## src/rtl/uart_reg_bridge_pkg.sv

```systemverilog
// Shared constants, state encodings and helpers for the UART register bridge.
package uart_reg_bridge_pkg;

  localparam logic [7:0] SYNC_RX   = 8'hA5;
  localparam logic [7:0] SYNC_TX   = 8'h5A;
  localparam logic [7:0] CMD_RD    = 8'h01;
  localparam logic [7:0] CMD_WR    = 8'h02;
  localparam logic [7:0] ST_OK     = 8'h00;
  localparam logic [7:0] ST_BADCHK = 8'h01;
  localparam logic [7:0] ST_BADCMD = 8'h02;

  typedef enum logic [2:0] {
    S_IDLE = 3'd0,
    S_CMD  = 3'd1,
    S_ADDR = 3'd2,
    S_DATA = 3'd3,
    S_CHK  = 3'd4,
    S_BUS  = 3'd5,
    S_RSP  = 3'd6
  } state_t;

  typedef enum logic [1:0] {
    TX_IDLE  = 2'd0,
    TX_WAIT  = 2'd1,
    TX_PULSE = 2'd2,
    TX_GAP   = 2'd3
  } tx_state_t;

  function automatic logic [7:0] sat_inc8(input logic [7:0] v);
    return (v == 8'hFF) ? v : v + 8'd1;
  endfunction

endpackage

```

## src/rtl/uart_reg_bridge_txseq.sv

```systemverilog
// Sends the 4-byte response 5A, STATUS, DATA, RCHK over the txrdy/tx_vld
// handshake; pulses done once the last byte has left the UART.
module uart_reg_bridge_txseq
  import uart_reg_bridge_pkg::*;
(
  input  logic       clk,
  input  logic       rst_n,
  input  logic       start,
  input  logic [7:0] status,
  input  logic [7:0] data,
  input  logic       txrdy,
  output logic       tx_vld,
  output logic [7:0] tx_data,
  output logic       done
);

  tx_state_t  state_q, state_d;
  logic [2:0] idx_q, idx_d;
  logic [7:0] status_q, status_d;
  logic [7:0] data_q, data_d;
  logic [7:0] tx_data_q, tx_data_d;
  logic       tx_vld_q, tx_vld_d;
  logic [7:0] cur_byte;

  always_comb begin
    case (idx_q)
      3'd0:    cur_byte = SYNC_TX;
      3'd1:    cur_byte = status_q;
      3'd2:    cur_byte = data_q;
      default: cur_byte = SYNC_TX ^ status_q ^ data_q;
    endcase
  end

  always_comb begin
    // NOTE: every *_d gets its hold value first, so no branch can infer a latch.
    state_d   = state_q;
    idx_d     = idx_q;
    status_d  = status_q;
    data_d    = data_q;
    tx_data_d = tx_data_q;
    tx_vld_d  = 1'b0;
    done      = 1'b0;
    case (state_q)
      TX_IDLE: if (start) begin
        status_d = status;
        data_d   = data;
        idx_d    = 3'd0;
        state_d  = TX_WAIT;
      end
      TX_WAIT: if (txrdy) begin
        if (idx_q == 3'd4) begin
          done    = 1'b1;
          state_d = TX_IDLE;
        end else begin
          tx_vld_d  = 1'b1;
          tx_data_d = cur_byte;
          idx_d     = idx_q + 3'd1;
          state_d   = TX_PULSE;
        end
      end
      // One dead cycle after the pulse lets the UART pull txrdy low.
      TX_PULSE: state_d = TX_GAP;
      TX_GAP:   state_d = TX_WAIT;
    endcase
  end

  // NOTE: state registers use <= so every flop samples pre-edge values.
  always_ff @(posedge clk or negedge rst_n) begin
    if (!rst_n) begin
      state_q   <= TX_IDLE;
      idx_q     <= 3'd0;
      status_q  <= 8'h00;
      data_q    <= 8'h00;
      tx_data_q <= 8'h00;
      tx_vld_q  <= 1'b0;
    end else begin
      state_q   <= state_d;
      idx_q     <= idx_d;
      status_q  <= status_d;
      data_q    <= data_d;
      tx_data_q <= tx_data_d;
      tx_vld_q  <= tx_vld_d;
    end
  end

  assign tx_vld  = tx_vld_q;
  assign tx_data = tx_data_q;

endmodule

```

## src/rtl/uart_reg_bridge.sv

```systemverilog
// Frame parser and register-bus master between the UART and the register file.
// Optional inter-byte timeout: define UART_REG_BRIDGE_TIMEOUT_EN.
module uart_reg_bridge
  import uart_reg_bridge_pkg::*;
#(
  parameter int unsigned TIMEOUT_CYC = 57288
)
(
  input  logic       clk,
  input  logic       rst_n,
  input  logic       rx_vld,
  input  logic [7:0] rx_data,
  input  logic       txrdy,
  output logic       tx_vld,
  output logic [7:0] tx_data,
  output logic       reg_req,
  output logic       reg_we,
  output logic [7:0] reg_addr,
  output logic [7:0] reg_wdata,
  input  logic [7:0] reg_rdata,
  input  logic       reg_ack,
  output logic       busy,
  output logic [7:0] err_cnt
);

  state_t     state_q, state_d;
  logic [7:0] cmd_q, cmd_d;
  logic [7:0] addr_q, addr_d;
  logic [7:0] wdata_q, wdata_d;
  logic [7:0] err_q, err_d;
  logic       req_q, req_d;
  logic       rsp_start, rsp_done;
  logic [7:0] rsp_status, rsp_data;
  logic [7:0] frame_chk;

`ifdef UART_REG_BRIDGE_TIMEOUT_EN
  localparam logic [15:0] TIMEOUT_LAST = 16'(TIMEOUT_CYC - 1);
  logic [15:0] idle_q, idle_d;
`endif

  assign frame_chk = cmd_q ^ addr_q ^ ((cmd_q == CMD_WR) ? wdata_q : 8'h00);

  always_comb begin
    state_d    = state_q;
    cmd_d      = cmd_q;
    addr_d     = addr_q;
    wdata_d    = wdata_q;
    err_d      = err_q;
    req_d      = req_q;
    rsp_start  = 1'b0;
    rsp_status = ST_OK;
    rsp_data   = 8'h00;
    case (state_q)
      S_IDLE: if (rx_vld && rx_data == SYNC_RX) state_d = S_CMD;
      S_CMD: if (rx_vld) begin
        cmd_d   = rx_data;
        state_d = S_ADDR;
      end
      // Unknown commands take the short read-length path; rejected at CHK.
      S_ADDR: if (rx_vld) begin
        addr_d  = rx_data;
        state_d = (cmd_q == CMD_WR) ? S_DATA : S_CHK;
      end
      S_DATA: if (rx_vld) begin
        wdata_d = rx_data;
        state_d = S_CHK;
      end
      S_CHK: if (rx_vld) begin
        if (cmd_q != CMD_RD && cmd_q != CMD_WR) rsp_status = ST_BADCMD;
        else if (rx_data != frame_chk)          rsp_status = ST_BADCHK;
        if (rsp_status != ST_OK) begin
          err_d     = sat_inc8(err_q);
          rsp_start = 1'b1;
          state_d   = S_RSP;
        end else begin
          req_d   = 1'b1;
          state_d = S_BUS;
        end
      end
      S_BUS: if (reg_ack) begin
        req_d     = 1'b0;
        rsp_start = 1'b1;
        rsp_data  = (cmd_q == CMD_RD) ? reg_rdata : 8'h00;
        state_d   = S_RSP;
      end
      S_RSP: if (rsp_done) state_d = S_IDLE;
      default: state_d = S_IDLE;
    endcase

`ifdef UART_REG_BRIDGE_TIMEOUT_EN
    idle_d = 16'd0;
    if (state_q inside {S_CMD, S_ADDR, S_DATA, S_CHK} && !rx_vld) begin
      if (idle_q == TIMEOUT_LAST) begin
        state_d = S_IDLE;
        err_d   = sat_inc8(err_q);
      end else begin
        idle_d = idle_q + 16'd1;
      end
    end
`endif
  end

  always_ff @(posedge clk or negedge rst_n) begin
    if (!rst_n) begin
      state_q <= S_IDLE;
      cmd_q   <= 8'h00;
      addr_q  <= 8'h00;
      wdata_q <= 8'h00;
      err_q   <= 8'h00;
      req_q   <= 1'b0;
    end else begin
      state_q <= state_d;
      cmd_q   <= cmd_d;
      addr_q  <= addr_d;
      wdata_q <= wdata_d;
      err_q   <= err_d;
      req_q   <= req_d;
    end
  end

`ifdef UART_REG_BRIDGE_TIMEOUT_EN
  always_ff @(posedge clk or negedge rst_n) begin
    if (!rst_n) idle_q <= 16'd0;
    else        idle_q <= idle_d;
  end
`endif

  uart_reg_bridge_txseq u_txseq (
    .clk     (clk),
    .rst_n   (rst_n),
    .start   (rsp_start),
    .status  (rsp_status),
    .data    (rsp_data),
    .txrdy   (txrdy),
    .tx_vld  (tx_vld),
    .tx_data (tx_data),
    .done    (rsp_done)
  );

  assign reg_req   = req_q;
  assign reg_we    = (cmd_q == CMD_WR);
  assign reg_addr  = addr_q;
  assign reg_wdata = wdata_q;
  assign busy      = (state_q != S_IDLE);
  assign err_cnt   = err_q;

endmodule

```

## config.mk

```make
export PLATFORM = sky130hd
export DESIGN_NAME = uart_reg_bridge
export DESIGN_NICKNAME = d
export VERILOG_FILES = /design/src/rtl/uart_reg_bridge_pkg.sv /design/src/rtl/uart_reg_bridge_txseq.sv /design/src/rtl/uart_reg_bridge.sv
export SDC_FILE = /design/constraint.sdc
export NUM_CORES = 1
export LEC_CHECK = 0
export BUFFER_PORTS_ARGS = -buffer_cell sky130_fd_sc_hd__buf_2
export CORE_ASPECT_RATIO = 0.6
export CORE_MARGIN = 3
export CORE_UTILIZATION = 50
export DETAILED_ROUTE_END_ITERATION = 10
export PLACE_DENSITY_LB_ADDON = 0.1
export SLEW_MARGIN = 20
export SYNTH_ARGS = -nofsm -noshare
export SYNTH_HDL_FRONTEND = slang
export SYNTH_SLANG_ARGS = --single-unit
```

## constraint.sdc

```tcl
create_clock -name clk -period 6.85 [get_ports clk]
set_input_delay 1.0275 -clock clk [delete_from_list [all_inputs] [get_ports clk]]
set_output_delay 1.0275 -clock clk [all_outputs]
set_load 0.01 [all_outputs]
```

## Word level (Yosys, flattened, before mapping)

Index checks and enable logic that the tools add are counted.

| cells by class | value |
|---|---|
| reductions and logical operators | 19 |
| equal/unequal tests | 30 |
| mux-type cells | 43 |
| add/sub/neg operators | 2 |
| bitwise logic cells | 6 |

Operators with widths:

| cell | number |
|---|---|
| $mux 8 | 8 |
| $mux 3 | 11 |
| $pmux 8 s3 | 1 |
| $xor 8x8->8 | 3 |
| $ne 2x2->1 const B | 11 |
| $pmux 3 s7 | 1 |
| $eq 8x8->1 const B | 2 |
| $mux 1 | 13 |
| $eq 3x3->1 const B | 4 |
| $reduce_and 4->1 | 3 |
| $mux 2 | 5 |
| $reduce_and 2->1 | 5 |
| $eq 3x2->1 const B | 3 |
| $add 8x1->8 const B | 1 |
| $eq 8x1->1 const B | 1 |
| $eq 8x2->1 const B | 1 |
| $ne 8x1->1 const B | 1 |
| $ne 8x2->1 const B | 1 |
| $ne 8x8->1 | 1 |
| $pmux 2 s4 | 1 |
| $reduce_bool 8->1 | 1 |
| $reduce_and 7->1 | 1 |
| $eq 3x1->1 const B | 2 |
| $logic_not 3->1 | 2 |
| 12 further kinds | 17 |

| storage, ports and cells | value |
|---|---|
| input port bits | 21 |
| bits in registers | 66 |

## Depth between registers and ports, before layout

Gate-level depths: netlist (run 1).

| depth | value |
|---|---|
| depth in word-level cells | 14 |
| gate-level depth with buffers | 9 |
| depth with buffers taken out | 8 |

## By module

From an unflattened synthesis (run 1), not the netlist that was laid out.

| unflattened totals | value |
|---|---|
| cell total of the unflattened synthesis | 332 |
| area, all modules | 3,699.8 um2 |

By module, submodules not included:

| module | cells an instance | times used | seq. area each (um2) | area an instance (um2) |
|---|---|---|---|---|
| uart_reg_bridge | 185 | 1 | 900.9 | 2,082.0 |
| uart_reg_bridge_txseq | 147 | 1 | 750.7 | 1,617.8 |

## Worst setup path before layout (run 1)

Ideal clock, no wire load.

| timing path | value |
|---|---|
| path type | input to register |
| start point | input port rx_data[3] |
| end point | register u_txseq.status_q[0] |
| stages on the path | 8 |
| setup time | 121 ps |
| slack | 4,077 ps |
| required time | 6,729 ps |
| arrival | 2,652 ps |
| path buffers | 0 |
| path through | xor3_4 xor2_1 o22ai_1 a22oi_1 nor4_4 nor2_1 a22o_1 a22o_1 |

| on the way | value |
|---|---|
| word-level cells in the longest chain between the ends | 10 |

Ends and longest elaborated chain:

| element | RTL line | source |
|---|---|---|
| start: declaration | uart_reg_bridge.sv:12 | `input logic [7:0] rx_data,` |
| $ne 8x8->1 * | uart_reg_bridge.sv:70 | `else if (rx_data != frame_chk) rsp_status = ST_BADCHK;` |
| $mux 1 * | uart_reg_bridge.sv:70 |  |
| $mux 2 * | uart_reg_bridge.sv:69 | `if (cmd_q != CMD_RD && cmd_q != CMD_WR) rsp_status = ST_BADCMD;` |
| $mux 8 * | uart_reg_bridge.sv:68 | `S_CHK: if (rx_vld) begin` |
| $mux 8 * | uart_reg_bridge.sv:53 | `case (state_q)` |
| $reduce_bool 8->1 | uart_reg_bridge.sv:71 | `if (rsp_status != ST_OK) begin` |
| $mux 1 | uart_reg_bridge.sv:71 |  |
| $mux 1 | uart_reg_bridge.sv:68 |  |
| $pmux 1 s2 | uart_reg_bridge.sv:53 |  |
| $reduce_and 2->1 (no line) | n/a |  |
| end signal: assignment | uart_reg_bridge_txseq.sv:79 | `status_q <= status_d;` |
| end: declaration | uart_reg_bridge_txseq.sv:19 | `logic [7:0] status_q, status_d;` |

Mark *: on every way between the ends. The rest lies on a longest branch, timed or not. The select of a mux whose other input is x is not followed.
A chain may end at the register's enable or synchronous reset.

## Final worst setup path (run 1)

| timing path | value |
|---|---|
| start point | register cmd_q[3] |
| end point | output port reg_we |

| on the way | value |
|---|---|
| word-level cells in the longest chain between the ends | 1 |

Ends and longest elaborated chain:

| element | RTL line | source |
|---|---|---|
| start: declaration | uart_reg_bridge.sv:27 | `logic [7:0] cmd_q, cmd_d;` |
| start signal: assignment | uart_reg_bridge.sv:113 | `cmd_q <= cmd_d;` |
| $eq 8x2->1 | uart_reg_bridge.sv:141 | `assign reg_we = (cmd_q == CMD_WR);` |
| end: declaration | uart_reg_bridge.sv:17 | `output logic reg_we,` |

No other way between the ends.

==> flow_summary.yaml, run 1 <==
synth:
  synth_common_cells: "60 x sky130_fd_sc_hd__dfrtp_1, 26 x sky130_fd_sc_hd__mux2_2, 23 x sky130_fd_sc_hd__nor2_1, 20 x sky130_fd_sc_hd__nand2_1, 13 x sky130_fd_sc_hd__a22o_1"
  synth_fa_ha_area_share_pct: 3.37
  async_flop_share_pct: 100
  synth-compound-area-share_pct: 15.1
  post_synth_and_or_nand_nor_area_fraction_pct: 14.3
  synth_top_family_by_area: "compound AO/OA/AOI/OAI gates"
  ys.flop_type: "sky130_fd_sc_hd__dfrtp_1"
  synth.most_common_cell: "sky130_fd_sc_hd__dfrtp_1"
  yosys.cell_types.count: 57
  netlist_area_um2: 3340
  ys_top_cells_by_area: "sky130_fd_sc_hd__dfrtp_1 45%, sky130_fd_sc_hd__mux2_2 8.8%, sky130_fd_sc_hd__xor3_1 3.6%"
  syn_nets: 317
  ys_seq_area_share_pct: 44.9
  synth_top_area_share_pct: 44.9
  xor_xnor_portion_of_the_synthesized_cell_area_pct: 9.62
  synth.largest_area_cell: "sky130_fd_sc_hd__dfrtp_1"
  synth_cells: 287
  number_of_enable_type_register_cells_in_the_synthesized_netlist: 0
  syn_warnings: 0
  postSynthRegisterBits: 60
  synthesis.area_per_instance_um2: 11.6
  muxShareOfSynthArea_pct: 9.36
power_and_ir_drop:
  power_density_cells_nw_per_um2: 455
  total_leakage_power_nw: 1.80
  max-vdd-ir-drop_uv: 253
clocking:
  clk_latency_ns: 0.34
  post_cts_setup_buffers: 0
  tritoncts: "done"
  cts_inserted_buffers: 9
  postCtsResizedCells: 0
  clk_pin_slew_worst_paths_ns: 0.06
  hold_buffers: 0
  ctsLongestPathBuffers: 2
  clock-root-buffer: "sky130_fd_sc_hd__clkbuf_8"
  htree_num_levels: 3
  cts.sink_count: 60
drt:
  routed_wire_length_per_instance_um: 17.2
  avg_vias_per_cell: 5.71
  via_count: 2483
  firstDrtPassIters: 6
  routed_wl_um: 7470
  remaining_drc_errors: 0
  drt_iter0_markers: 165
  antenna_violating_nets_post_route: 0
min_path:
  worstHoldPathType: "register to register"
  timing.hold.worst_endpoint: "u_txseq.tx_data[0]"
  worstHoldStart: "u_txseq.tx_data[0]"
  whs_path_depth: 2
floorplan:
  start_util_pct: 53.0
  fp.coreArea_um2: 6300
  dieArea_um2: 7740
  die_height_um: 69.3
  placement_rows: 22
  top_level_ports: 57
  dieWidth_um: 112
cells_and_area:
  syn2layout_area_growth_pct: 14.9
  design.final.nets: 378
  drive_above_1_share_pct: 33.3
  final_core_utilization_pct: 61.0
  fill_cells: 548
  num_antenna_cells: 0
grt:
  first_global_vias: 2284
  grt_antenna_before_repair: 0
  grt.overflow.total: 0
  track_usage_pct: 20.3
  grt_pass1_wl_um: 12200
  grt_start_max_net_pins: 61
timing:
  finalWorstSetupSlack_ns: 3.71
  layout_worst_path_cycle_share_pct: 45.9
  max_slew.worst_pin.slew_ns: 1.01
  final_max_slew_viol_count: 0
  timing.final.hold_violations: 0
  max-slew-margin-rel_pct: 31.9
  setup_tns_ns: 0
  post_route_clock_skew_ns: 0.00653
  setup-violations-final: 0
  hold-worst-slack_ns: 0.497
  achievable-frequency_ghz: 0.318
  setup_repair_after_global_routing_missed_its_margin: "false"
  layout_min_cycle_time_ns: 3.14
worst_setup_path:
  critical_path_required_ns: 5.82
  worst-r2r-cell-count: 7
  capturing_element_type_of_the_critical_path: "output pin"
  critical_path_arrival_ns: 2.12
  worst_r2r_startpoint: "cmd_q[3]"
  r2r_slack_ns: 3.82
  critical_path.reg2reg.endpoint: "err_cnt[1]"
  crit_path_start_kind: "register"
  worstPathMaxFanout: 12
  setup.worst_path.class: "register to output pin"
placed_design:
  post-dp-hpwl_um: 5550
  gp_congestion: 0.941
  setup_slack_at_placement_ns: 3.68
  port-buffer-count: 56
status:
  outcome: "completed"
job:
  maximum_capacitance_violations: 0
[per-layer routing]
metal | vias up | global-route usage [%] | wire length (um)
met1 | 1198 | 33.6 | 4040
met4 | 0 | 4.86 | 64
met5 | - | 0 | 0
met2 | 104 | 23.6 | 2700
li1 | 1172 | - | -
met3 | 9 | 7.76 | 660
[cell type report]
| cell class | count | area (um2) | share of cell area, % |
|---|---|---|---|
| Clock buffer | 11 | 131 | 3.42 |
| Clock inverter | 3 | 40.0 | 1.04 |
| Inverter | 11 | 41.3 | 1.07 |
| Multi-Input combinational cell | 208 | 1730 | 45.0 |
| Sequential cell | 60 | 1500 | 39.1 |
| Tap cell | 84 | 105 | 2.74 |
| Timing Repair Buffer | 58 | 295 | 7.68 |
[registers in the layout, summed over array words and instances (netlist names), 3 cells and up]
| name | cells |
|---|---|
| cmd_q | 8 |
| err_cnt | 8 |
| reg_addr | 8 |
| reg_wdata | 8 |
| state_q | 3 |
| u_txseq.data_q | 8 |
| u_txseq.idx_q | 3 |
| u_txseq.tx_data | 8 |
[kinds of logic (layout without fill, tap and decap cells)]
kind of cell    count (synthesis)  after routing
xor+xnor                       22             22
fa+ha+maj                       9              9
buf+inv                        19             83
simple gates                   85             85
mux                            28             28
compound gates                 64             64
flops                          60             60
[critical path, stage by stage (launching register included)]
cell                      delay, ns
sky130_fd_sc_hd__dfrtp_1       0.40
sky130_fd_sc_hd__or4_4         0.56
sky130_fd_sc_hd__nor4_4        0.56
sky130_fd_sc_hd__buf_2         0.26
[worst max-delay path by stage]
stage / from / end
floorplan: rx_data[3] / u_txseq.status_q[0]
global route: cmd_q[3] / reg_we
detailed placement: rx_data[3] / u_txseq.data_q[2]
finish: cmd_q[3] / reg_we
CTS: cmd_q[3] / reg_we
global placement: rx_data[3] / u_txseq.data_q[4]
[through the flow]
stage / instance area, um2 / power, W / instances
after detailed placement: 3670 / 0.00146 / 421
after global routing: 3840 / 0.00187 / 435
after global placement: 3670 / 0.00143 / 421
after floorplan: 3340 / 0.00125 / 287
after CTS: 3840 / 0.00176 / 435
final: 3840 / 0.00175 / 435
[placed cells by master (no fill, tap or decap), types with 4 or more instances in the layout]
| cell type | n |
|---|---|
| sky130_fd_sc_hd__nor2_1 | 23 |
| sky130_fd_sc_hd__and3_1 | 7 |
| sky130_fd_sc_hd__nand3_1 | 6 |
| sky130_fd_sc_hd__o21ai_0 | 10 |
| sky130_fd_sc_hd__o22ai_1 | 5 |
| sky130_fd_sc_hd__nand3b_1 | 4 |
| sky130_fd_sc_hd__ha_1 | 9 |
| sky130_fd_sc_hd__xnor2_1 | 9 |
| sky130_fd_sc_hd__clkbuf_8 | 9 |
| sky130_fd_sc_hd__nand4_1 | 4 |
| sky130_fd_sc_hd__a21oi_1 | 10 |
| sky130_fd_sc_hd__a22oi_1 | 4 |
| sky130_fd_sc_hd__nand2_1 | 20 |
| sky130_fd_sc_hd__nor3_1 | 5 |
| sky130_fd_sc_hd__xor3_1 | 5 |
| sky130_fd_sc_hd__a22o_1 | 13 |
| sky130_fd_sc_hd__buf_2 | 56 |
| sky130_fd_sc_hd__mux2_2 | 26 |
| sky130_fd_sc_hd__inv_1 | 9 |
| sky130_fd_sc_hd__xor2_1 | 5 |
| sky130_fd_sc_hd__dfrtp_1 | 60 |
[power breakdown]
| group | switching, W | internal [W] | total [W] |
|---|---|---|---|
| combinational | 0.000402 | 0.000424 | 0.000826 |
| sequential | 0.000150 | 0.000477 | 0.000627 |
| clock | 0.000131 | 0.000163 | 0.000294 |
No activity file was read; power rests on OpenSTA's default activity.
==> inputs of run 2 (changes only) <==
Clock period 6.85 ns to 3.15 ns, I/O delays scaled along.
==> flow_summary.yaml, run 2 (same netlist as run 1, synthesis figures left out) <==
min_path:
  worstHoldPathType: "primary input to async pin"
cells_and_area:
  fill_cells: 535
  design.final.nets: 381
  final_core_utilization_pct: 61.8
  commonest_non_fill_non_tap_cell_in_the_layout: "sky130_fd_sc_hd__dfrtp_1"
  num_antenna_cells: 0
  drive_above_1_share_pct: 34.8
  most-common-layout-cells: "60 x sky130_fd_sc_hd__dfrtp_1, 56 x sky130_fd_sc_hd__buf_2, 26 x sky130_fd_sc_hd__mux2_2, 23 x sky130_fd_sc_hd__nor2_1, 20 x sky130_fd_sc_hd__nand2_1"
  syn2layout_area_growth_pct: 16.5
grt:
  grt.overflow.total: 0
  grt_pass1_wl_um: 11700
  track_usage_pct: 19.5
  grt_start_max_net_pins: 31
  grt_antenna_before_repair: 0
  first_global_vias: 2258
placed_design:
  gp_congestion: 0.835
  port-buffer-count: 56
  post-dp-hpwl_um: 5500
  setup_slack_at_placement_ns: 0.187
timing:
  setup-violations-final: 0
  finalWorstSetupSlack_ns: 0.248
  max-slew-margin-rel_pct: 54.6
  layout_min_cycle_time_ns: 2.90
  max_slew.worst_pin.slew_ns: 0.672
  achievable-frequency_ghz: 0.345
  timing.final.hold_violations: 0
  post_route_clock_skew_ns: 0.00934
  setup_repair_after_global_routing_missed_its_margin: "false"
  layout_worst_path_cycle_share_pct: 92.1
  setup_tns_ns: 0
  final_max_slew_viol_count: 0
worst_setup_path:
  worst-r2r-cell-count: 7
  capturing_element_type_of_the_critical_path: "register"
  setup.worst_path.class: "register to register"
  worst_path_largest_cell_delay_ns: 0.56
  timing.critical_path.to: "err_cnt[1]"
  crit_path_start: "cmd_q[3]"
  crit_path_top_delay_cell: "sky130_fd_sc_hd__or4_4"
  path_depth: 7
  critical_path.reg2reg.endpoint: "err_cnt[1]"
  critical_path_required_ns: 3.39
  worst_r2r_startpoint: "cmd_q[3]"
  timing.critical_path.cells: "or4_4, nor4_4, o21ai_0, a22oi_1, nor4_4, a21oi_2, mux2_2"
  worstPathMaxFanout: 12
  crit_path_start_kind: "register"
  crit_family: "simple AND/OR/NAND/NOR gates"
  r2r_slack_ns: 0.25
  critPathMostFrequentCell: "sky130_fd_sc_hd__nor4_4"
  critical_path_arrival_ns: 3.14
  critical_path.n_buffers_inverters: 0
drt:
  drt_iter0_markers: 199
  route.met2.wl_um: 2680
  met1_length_um: 4010
  avg_vias_per_cell: 5.60
  antenna_violating_nets_post_route: 0
  route.met3.wl_um: 535
  top_signal_layer_used: "met4"
  routed_wl_um: 7270
  firstDrtPassIters: 4
  remaining_drc_errors: 0
  routed_wire_length_per_instance_um: 16.5
  via_count: 2466
clocking:
  tritoncts: "done"
  postCtsResizedCells: 0
  cts.sink_count: 60
  cts_inserted_buffers: 9
  clock-root-buffer: "sky130_fd_sc_hd__clkbuf_8"
  htree_num_levels: 3
  clk_latency_ns: 0.35
  post_cts_setup_buffers: 0
  ctsLongestPathBuffers: 2
  hold_buffers: 0
  clk_pin_slew_worst_paths_ns: 0.07
power_and_ir_drop:
  fin_total_pwr_w: 0.00387
  power_density_cells_nw_per_um2: 993
  max-vdd-ir-drop_uv: 579
  total_leakage_power_nw: 1.83
status:
  outcome: "completed"
floorplan:
  die_height_um: 69.3
  fp.coreArea_um2: 6300
  placement_rows: 22
  top_level_ports: 57
  dieArea_um2: 7740
  dieWidth_um: 112
  start_util_pct: 53.0
job:
  maximum_capacitance_violations: 0
==> run 2: cell types whose count changed in the layout (fill, tap and decap cells not counted), sizes merged <==
cell,delta
clkinvlp,+2
clkbuf,-1
clkinv,+1
buf,+3
==> run 2: stage by stage <==
| step | cells | area, um2 | hold slack [ns] |
|---|---|---|---|
| floorplan | 287 | 3340 | 0.177 |
| global placement | 424 | 3690 | 0.463 |
| detailed placement | 424 | 3690 | 0.474 |
| CTS | 440 | 3890 | 0.166 |
| global route | 440 | 3890 | 0.188 |
| finish | 440 | 3890 | 0.156 |
==> run 2: metal layers <==
layer,track usage [%],vias to the layer above
li1,-,1186
met1,32.6,1198
met2,21.8,75
met3,7.50,7
met4,5.80,0
met5,0,-
==> run 2: final cells by class <==
| cell class | count | area, um2 | share of cell area, % |
|---|---|---|---|
| repair buffers | 61 | 318 | 8.16 |
| inverters | 11 | 41.3 | 1.06 |
| multi-input cells | 208 | 1730 | 44.4 |
| flip-flops and latches | 60 | 1500 | 38.5 |
| clock inverters | 6 | 63.8 | 1.64 |
| well taps | 84 | 105 | 2.70 |
| clock buffers | 10 | 138 | 3.53 |
==> run 2: how the worst min path moves through the flow <==
stage,from,end,slack (ns),depth (start not counted)
floorplan,rst_n,cmd_q[0],0.18,0
global placement,reg_req,reg_req,0.46,2
detailed placement,u_txseq.tx_data[0],u_txseq.tx_data[0],0.47,2
CTS,rst_n,u_txseq.tx_data[4],0.17,1
global route,rst_n,u_txseq.tx_data[4],0.19,1
finish,rst_n,u_txseq.tx_data[4],0.16,1
==> run 2: power breakdown <==
group	leakage [nW]	switching, W	internal [W]	total, W
combinational	0.975	0.000877	0.000925	0.00180
sequential	0.755	0.000326	0.00104	0.00136
clock	0.0983	0.000319	0.000385	0.000703
total	1.83	0.00152	0.00235	0.00387
==> inputs of run 3 (changes only) <==
Settings changed: RECOVER_POWER set to 50.
==> flow_summary.yaml, run 3 (same netlist as run 1, synthesis figures left out) <==
timing:
  post_route_clock_skew_ns: 0.00830
  setup_tns_ns: 0
  layout_worst_path_cycle_share_pct: 92.3
  max_slew.worst_pin.slew_ns: 1.64
  achievable-frequency_ghz: 0.344
  final_max_slew_viol_count: 31
  layout_min_cycle_time_ns: 2.91
  timing.final.hold_violations: 0
  max-slew-margin-rel_pct: -9.58
  setup-violations-final: 0
  setup_repair_after_global_routing_missed_its_margin: "false"
grt:
  grt_start_max_net_pins: 31
  first_global_vias: 2258
  grt.overflow.total: 0
  grt_antenna_before_repair: 0
  track_usage_pct: 19.5
  grt_pass1_wl_um: 11700
job:
  maximum_capacitance_violations: 1
drt:
  antenna_violating_nets_post_route: 0
  drt_iter0_markers: 155
  routed_wire_length_per_instance_um: 16.6
  avg_vias_per_cell: 5.59
  routed_wl_um: 7300
  remaining_drc_errors: 0
  firstDrtPassIters: 4
  via_count: 2459
power_and_ir_drop:
  power_density_cells_nw_per_um2: 996
  total_leakage_power_nw: 1.76
  max-vdd-ir-drop_uv: 579
cells_and_area:
  syn2layout_area_growth_pct: 15.6
  num_antenna_cells: 0
  fin_cells: 440
  drive_above_1_share_pct: 28.9
  commonest_non_fill_non_tap_cell_in_the_layout: "sky130_fd_sc_hd__dfrtp_1"
  design.final.nets: 381
  most-common-layout-cells: "60 x sky130_fd_sc_hd__dfrtp_1, 37 x sky130_fd_sc_hd__buf_2, 26 x sky130_fd_sc_hd__mux2_2, 23 x sky130_fd_sc_hd__nor2_1, 21 x sky130_fd_sc_hd__clkbuf_1"
  final_core_utilization_pct: 61.3
  fill_cells: 545
worst_setup_path:
  crit_family: "simple AND/OR/NAND/NOR gates"
  worstPathMaxFanout: 12
  critical_path.n_buffers_inverters: 0
  critical_path_arrival_ns: 3.14
  worst_path_largest_cell_delay_ns: 0.56
  capturing_element_type_of_the_critical_path: "register"
  critical_path_required_ns: 3.39
  crit_path_top_delay_cell: "sky130_fd_sc_hd__or4_4"
  critPathMostFrequentCell: "sky130_fd_sc_hd__nor4_4"
  setup.worst_path.class: "register to register"
  timing.critical_path.cells: "or4_4, nor4_4, o21ai_0, a22oi_1, nor4_4, a21oi_2, mux2_2"
  crit_path_start_kind: "register"
floorplan:
  fp.coreArea_um2: 6300
  top_level_ports: 57
  start_util_pct: 53.0
  placement_rows: 22
  die_height_um: 69.3
  dieWidth_um: 112
  dieArea_um2: 7740
clocking:
  cts_inserted_buffers: 9
  hold_buffers: 0
  clock-root-buffer: "sky130_fd_sc_hd__clkbuf_8"
  htree_num_levels: 3
  ctsLongestPathBuffers: 2
  post_cts_setup_buffers: 0
  clk_pin_slew_worst_paths_ns: 0.07
  cts.sink_count: 60
  clk_latency_ns: 0.35
  postCtsResizedCells: 0
  tritoncts: "done"
placed_design:
  gp_congestion: 0.835
  port-buffer-count: 56
  post-dp-hpwl_um: 5500
  dp_cells: 424
min_path:
  worstHoldPathType: "primary input to register"
status:
  outcome: "finished, violations left"
  violations: "capacitance limit, slew limit"
==> run 3: cell count changes in the layout (fill, tap and decap cells not counted) <==
cell,previous run,this run
sky130_fd_sc_hd__clkbuf_1,0,21
sky130_fd_sc_hd__buf_2,56,37
sky130_fd_sc_hd__buf_4,5,3
==> run 3: where the power goes <==
| part | switching (W) | internal, W |
|---|---|---|
| Sequential | 0.000329 | 0.00104 |
| Combinational | 0.000878 | 0.000902 |
| Clock | 0.000316 | 0.000384 |
| Total | 0.00152 | 0.00232 |
==> run 3: path summary, 6_finish.rpt <==
kind / cells past startpoint / startpoint / slack [ns] / end
min in group asynchronous: 1 / rst_n / 0.53 / u_txseq.tx_data[6]
worst max-delay path: 7 / cmd_q[3] / 0.24 / err_cnt[1]
worst max register to register: 7 / cmd_q[3] / 0.24 / err_cnt[1]
worst min-delay path: 2 / reg_rdata[6] / 0.34 / u_txseq.data_q[6]
worst min register to register: 2 / u_txseq.tx_data[0] / 0.49 / u_txseq.tx_data[0]
max in group asynchronous: 2 / rst_n / 1.08 / reg_wdata[6]
==> run 3: cell type report <==
class	instances	area, um2	area share (%)
sequential	60	1500	38.9
multi-input combinational	208	1730	44.7
clock buffer	10	138	3.56
timing repair buffer	61	287	7.42
clock inverter	6	63.8	1.65
tap	84	105	2.72
inverter	11	41.3	1.07
==> run 3: metal layers <==
layer | vias to the layer above | global-route usage, % | wire (um)
li1 | 1190 | - | -
met1 | 1189 | 32.6 | 4040
met2 | 78 | 21.8 | 2730
met3 | 2 | 7.50 | 516
met4 | 0 | 5.80 | 13
met5 | - | 0 | 0
==> run 3: per-stage QoR <==
step | instance area, um2 | power, W | hold WS [ns] | setup slack (ns)
global placement | 3690 | 0.00313 | 0.463 | 0.288
global route | 3860 | 0.00410 | 0.320 | 0.0467
finish | 3860 | 0.00385 | 0.337 | 0.243
detailed placement | 3690 | 0.00317 | 0.474 | 0.187
CTS | 3890 | 0.00389 | 0.166 | 0.178
floorplan | 3340 | 0.00272 | 0.177 | 0.591
